===== src/rtl/cache_fill_ctrl.sv =====
// Cache line fill controller: issues eight sequential word reads for a missed line,
// writes each returned word into the data array, then pulses a tag-array write.
module cache_fill_ctrl #(
    parameter int unsigned WORDS  = 8,
    parameter int unsigned ADDR_W = 16
) (
    input  logic              clk,
    input  logic              rst,
    input  logic              miss_detected,
    input  logic [ADDR_W-1:0] miss_address,
    input  logic              memory_data_valid,
    input  logic [15:0]       memory_data,
    output logic              fsm_busy,
    output logic              mem_enable,
    output logic [ADDR_W-1:0] memory_address,
    output logic              write_data_array,
    output logic [WORDS-1:0]  word_enable,
    output logic [15:0]       data_array_din,
    output logic              write_tag_array,
    output logic [ADDR_W-1:0] fill_address
);

    localparam int unsigned CNT_W = 4;
    localparam logic [ADDR_W-1:0] LINE_MASK = ~ADDR_W'(2 * WORDS - 1);
    localparam logic [CNT_W-1:0]  CNT_FULL  = CNT_W'(WORDS);
    localparam logic [CNT_W-1:0]  CNT_LAST  = CNT_W'(WORDS - 1);

    typedef enum logic [1:0] {
        S_IDLE = 2'd0,
        S_FILL = 2'd1,
        S_DONE = 2'd2
    } state_t;

    state_t            r_state, w_state_nxt;
    logic [CNT_W-1:0]  r_req_cnt, w_req_cnt_nxt;
    logic [CNT_W-1:0]  r_ret_cnt, w_ret_cnt_nxt;
    logic [ADDR_W-1:0] r_base, w_base_nxt;
    logic              w_req_active;
    logic              w_wr;

    // State and counter registers
    always_ff @(posedge clk) begin
        if (rst) begin
            r_state   <= S_IDLE;
            r_req_cnt <= '0;
            r_ret_cnt <= '0;
            r_base    <= '0;
        end else begin
            r_state   <= w_state_nxt;
            r_req_cnt <= w_req_cnt_nxt;
            r_ret_cnt <= w_ret_cnt_nxt;
            r_base    <= w_base_nxt;
        end
    end

    // Next-state and output decode
    always_comb begin
        w_state_nxt   = r_state;
        w_req_cnt_nxt = r_req_cnt;
        w_ret_cnt_nxt = r_ret_cnt;
        w_base_nxt    = r_base;
        w_req_active  = 1'b0;
        w_wr          = 1'b0;

        case (r_state)
            S_IDLE: begin
                if (miss_detected) begin
                    w_base_nxt    = miss_address & LINE_MASK;
                    w_req_cnt_nxt = '0;
                    w_ret_cnt_nxt = '0;
                    w_state_nxt   = S_FILL;
                end
            end
            S_FILL: begin
                w_req_active = (r_req_cnt < CNT_FULL);
                if (w_req_active) begin
                    w_req_cnt_nxt = r_req_cnt + CNT_W'(1);
                end
                // Requests and returns are independent; both may advance in one cycle.
                if (memory_data_valid) begin
                    w_wr          = 1'b1;
                    w_ret_cnt_nxt = r_ret_cnt + CNT_W'(1);
                    if (r_ret_cnt == CNT_LAST) begin
                        w_state_nxt = S_DONE;
                    end
                end
            end
            S_DONE: begin
                w_state_nxt = S_IDLE;
            end
            default: begin
                w_state_nxt = S_IDLE;
            end
        endcase

        fsm_busy         = (r_state != S_IDLE);
        mem_enable       = w_req_active;
        memory_address   = w_req_active ? (r_base + ADDR_W'({r_req_cnt, 1'b0})) : r_base;
        write_data_array = w_wr;
        word_enable      = w_wr ? (WORDS'(1) << r_ret_cnt) : '0;
        data_array_din   = memory_data;
        write_tag_array  = (r_state == S_DONE);
        fill_address     = r_base;
    end

endmodule

===== config.mk =====
export PLATFORM = sky130hd
export DESIGN_NAME = cache_fill_ctrl
export DESIGN_NICKNAME = d
export VERILOG_FILES = /design/src/rtl/cache_fill_ctrl.sv
export SDC_FILE = /design/constraint.sdc
export NUM_CORES = 1
export LEC_CHECK = 0
export CAP_MARGIN = 20
export CORE_MARGIN = 5
export CORE_UTILIZATION = 30
export CTS_CLUSTER_DIAMETER = 60
export DETAILED_ROUTE_END_ITERATION = 10
export DONT_BUFFER_PORTS = 1
export RECOVER_POWER = 100
export SYNTH_ARGS = -nofsm -noshare
export SYNTH_HDL_FRONTEND = slang
export SYNTH_SLANG_ARGS = --single-unit

===== constraint.sdc =====
create_clock -name clk -period 1.7 [get_ports clk]
set_input_delay 0.17 -clock clk [delete_from_list [all_inputs] [get_ports clk]]
set_output_delay 0.17 -clock clk [all_outputs]
set_load 0.02 [all_outputs]

==> flow_summary.yaml <==
timing:
  setup-violations-final: 16
  fin_crit_ns: 1.92
  rsz0062_at_grt: "true"
  fmax_ghz: 0.522
  slew_violations: 0
  slew_headroom_pct: 44.6
  period_share_pct: 113
  setup_tns_ns: -2.08
  skew_ns: 0.00144
  fin_ws_ns: -0.216
  hold_violations: 0
  tightest_slew_ns: 0.828
status:
  violations: "negative setup slack"
  outcome: "finished with violations"
logic_synthesis:
  synth_cells: 185
  syn_area_um2: 1480
  synth_most_common_cell: "nand2_1"
  yosys-top-cells-area: "dfxtp_1 (30%), buf_4 (11%), nand2_1 (9.1%)"
  synth_top_flop_cell: "dfxtp_1"
  ys_warn_count: 0
  async_flop_share_pct: 0
  synth_edf_count: 0
  yosysTopAreaCell: "dfxtp_1"
  yosys_register_bits: 22
  syn_avg_cell_area_um2: 7.99
  yosysSeqAreaShare_pct: 29.8
  synth.distinct_cells: 39
  yosysTopAreaCellShare_pct: 29.8
  synthTopCellsByCount: "nand2_1 (36), dfxtp_1 (22), buf_4 (21), a21oi_1 (18), ha_1 (9)"
critical_path:
  cpMaxStageDelayCell: "or3b_4"
  cp-end-kind: "output port"
  cp_max_fo: 5
  arrival_ns: 1.75
  crit_chain: "or3b_4, buf_6, inv_4, nand4_1, xnor2_2"
  critPathRequiredTime_ns: 1.53
  worstSetupPathType: "flop to output port"
  max_stage_delay_ns: 0.45
  startpoint_type: "flop"
clock_network:
  clockBufferDepth: 2
  clock_sinks: 22
  worst_setup_hold_path_clk_slew_ns: 0.08
  clock_latency_ns: 0.25
  cts_tree: "done"
  h-tree-depth: 1
  root_buffer: "clkbuf_8"
  cts_buffers: 3
detailed_routing:
  wl_per_cell_um: 13.8
  firstDrtPassIters: 4
  drtIter0Drc: 47
  wirelength_um: 3630
  routed_via_density: 4.65
  num_vias: 1228
  ant_nets: 0
  drc: 0
global_routing:
  grtUsageTotal_pct: 10.7
  antenna_found_initial: 0
  overflow: 0
  grt_pass1_wl_um: 5510
  grt_max_degree: 23
  grt_pass1_vias: 1164
pwr:
  ir_drop_v: 0.000321
  p_leak_uw: 0.000789
  p_per_area_nw_per_um2: 663
  finalPower_uw: 1190
finish:
  fill_cells: 508
  area_growth_pct: 21.4
  stdcell_count: 264
  diodes: 0
  finalNetCount: 243
  drive_above_1_share_pct: 29.4
floorplanning:
  die_h_um: 80.2
  ios: 96
  chipWidth_um: 80.2
  coreArea_um2: 4750
  dieArea_um2: 6430
  row_count: 25
  start_util_pct: 31.1
place:
  place_inst: 258
  io_buffers: 0
  place_congestion: 0.786
  dp_hpwl_um: 2770
hold_path:
  hp-class: "input port to flop"
flow_run:
  max_cap_violations: 0
-- cells by family after synthesis --
group           after synthesis  share of synthesized area (%)
other cells                   1                          0.254
flops                        22                           29.8
mux                           1                          0.677
compound gates               22                           7.78
simple gates                 82                           31.5
xor+xnor                     12                           7.11
fa+ha+maj                     9                           7.61
buf+inv                      36                           15.3
-- timing repair --
action                                  in CTS  in global routing
hold endpoints to repair                    22                  0
endpoints found under the setup margin      16                 24
hold buffers                                 1                  0
resized for setup                           16                 16
pin swaps                                    3                 10
buffers inserted                             0                  2
-- power by group --
group,internal [µW],total [µW],switching (µW)
logic,88.8,266,177
registers,537,557,20.4
clock network,206,367,161
total,832,1190,359
-- path summary, 6_finish.rpt --
check,cells past startpoint,slack (ns),start,to
hold / removal,2,0.04,miss_address[4],fill_address[4]
setup reg to reg,4,0.13,r_state[0],r_req_cnt[1]
setup / recovery,5,-0.22,r_req_cnt[3],memory_address[7]
hold reg to reg,2,0.51,r_req_cnt[3],r_req_cnt[3]
-- worst max-delay path, delay by kind of cell, from the launching register on --
family / cells / cell delay (ns)
xor gates and xnor gates: 1 / 0.33
buffers and inverters: 2 / 0.21
DFF: 1 / 0.37
and+or+nand+nor: 2 / 0.59
-- cell type report --
class / instances / area, µm² / share of cell area (%)
Sequential cell: 22 / 445 / 24.8
Tap cell: 67 / 83.8 / 4.67
Clock buffer: 4 / 55.1 / 3.07
Multi-Input combinational cell: 131 / 953 / 53.1
Inverter: 6 / 25.0 / 1.39
Timing Repair Buffer: 34 / 233 / 13.0
-- layout by cell type, fill, tap and decap left out, drive strengths merged, types with 3 or more instances in the layout --
master	Yosys	layout
nand3	6	6
a21oi	18	18
and2	5	5
xor2	6	6
ha	9	9
nand4	4	4
buf	26	23
nand2	36	36
nor4	3	3
inv	6	6
conb	1	5
nor3	7	7
xnor2	6	6
dfxtp	22	22
clkbuf	4	14
and3	6	6
-- metal layers --
layer,part of all wire [%],vias up,GRT usage [%]
li1,-,623,-
met1,41,565,12.6
met2,50,38,18.7
met3,9.2,2,3.48
met4,0.33,0,2.70
met5,0,-,0
-- through the flow --
step	util [%]	area [µm²]	setup WS, ns	hold slack, ns
final	37.8	1800	-0.216	0.0386
after global placement	34.6	1640	-0.0540	0.236
after floorplan	-	1520	-0.00886	0.248
after detailed placement	34.6	1640	-0.0705	0.238
after global routing	37.8	1800	-0.300	0.0250
after CTS	37.1	1760	-0.241	0.0298
-- sequential cells by signal, indices dropped and copies added, names as in the netlist --
name and count:
r_state 2, r_req_cnt 4, fill_address 12, r_ret_cnt 4
No activity file was read; power rests on OpenSTA's default activity.
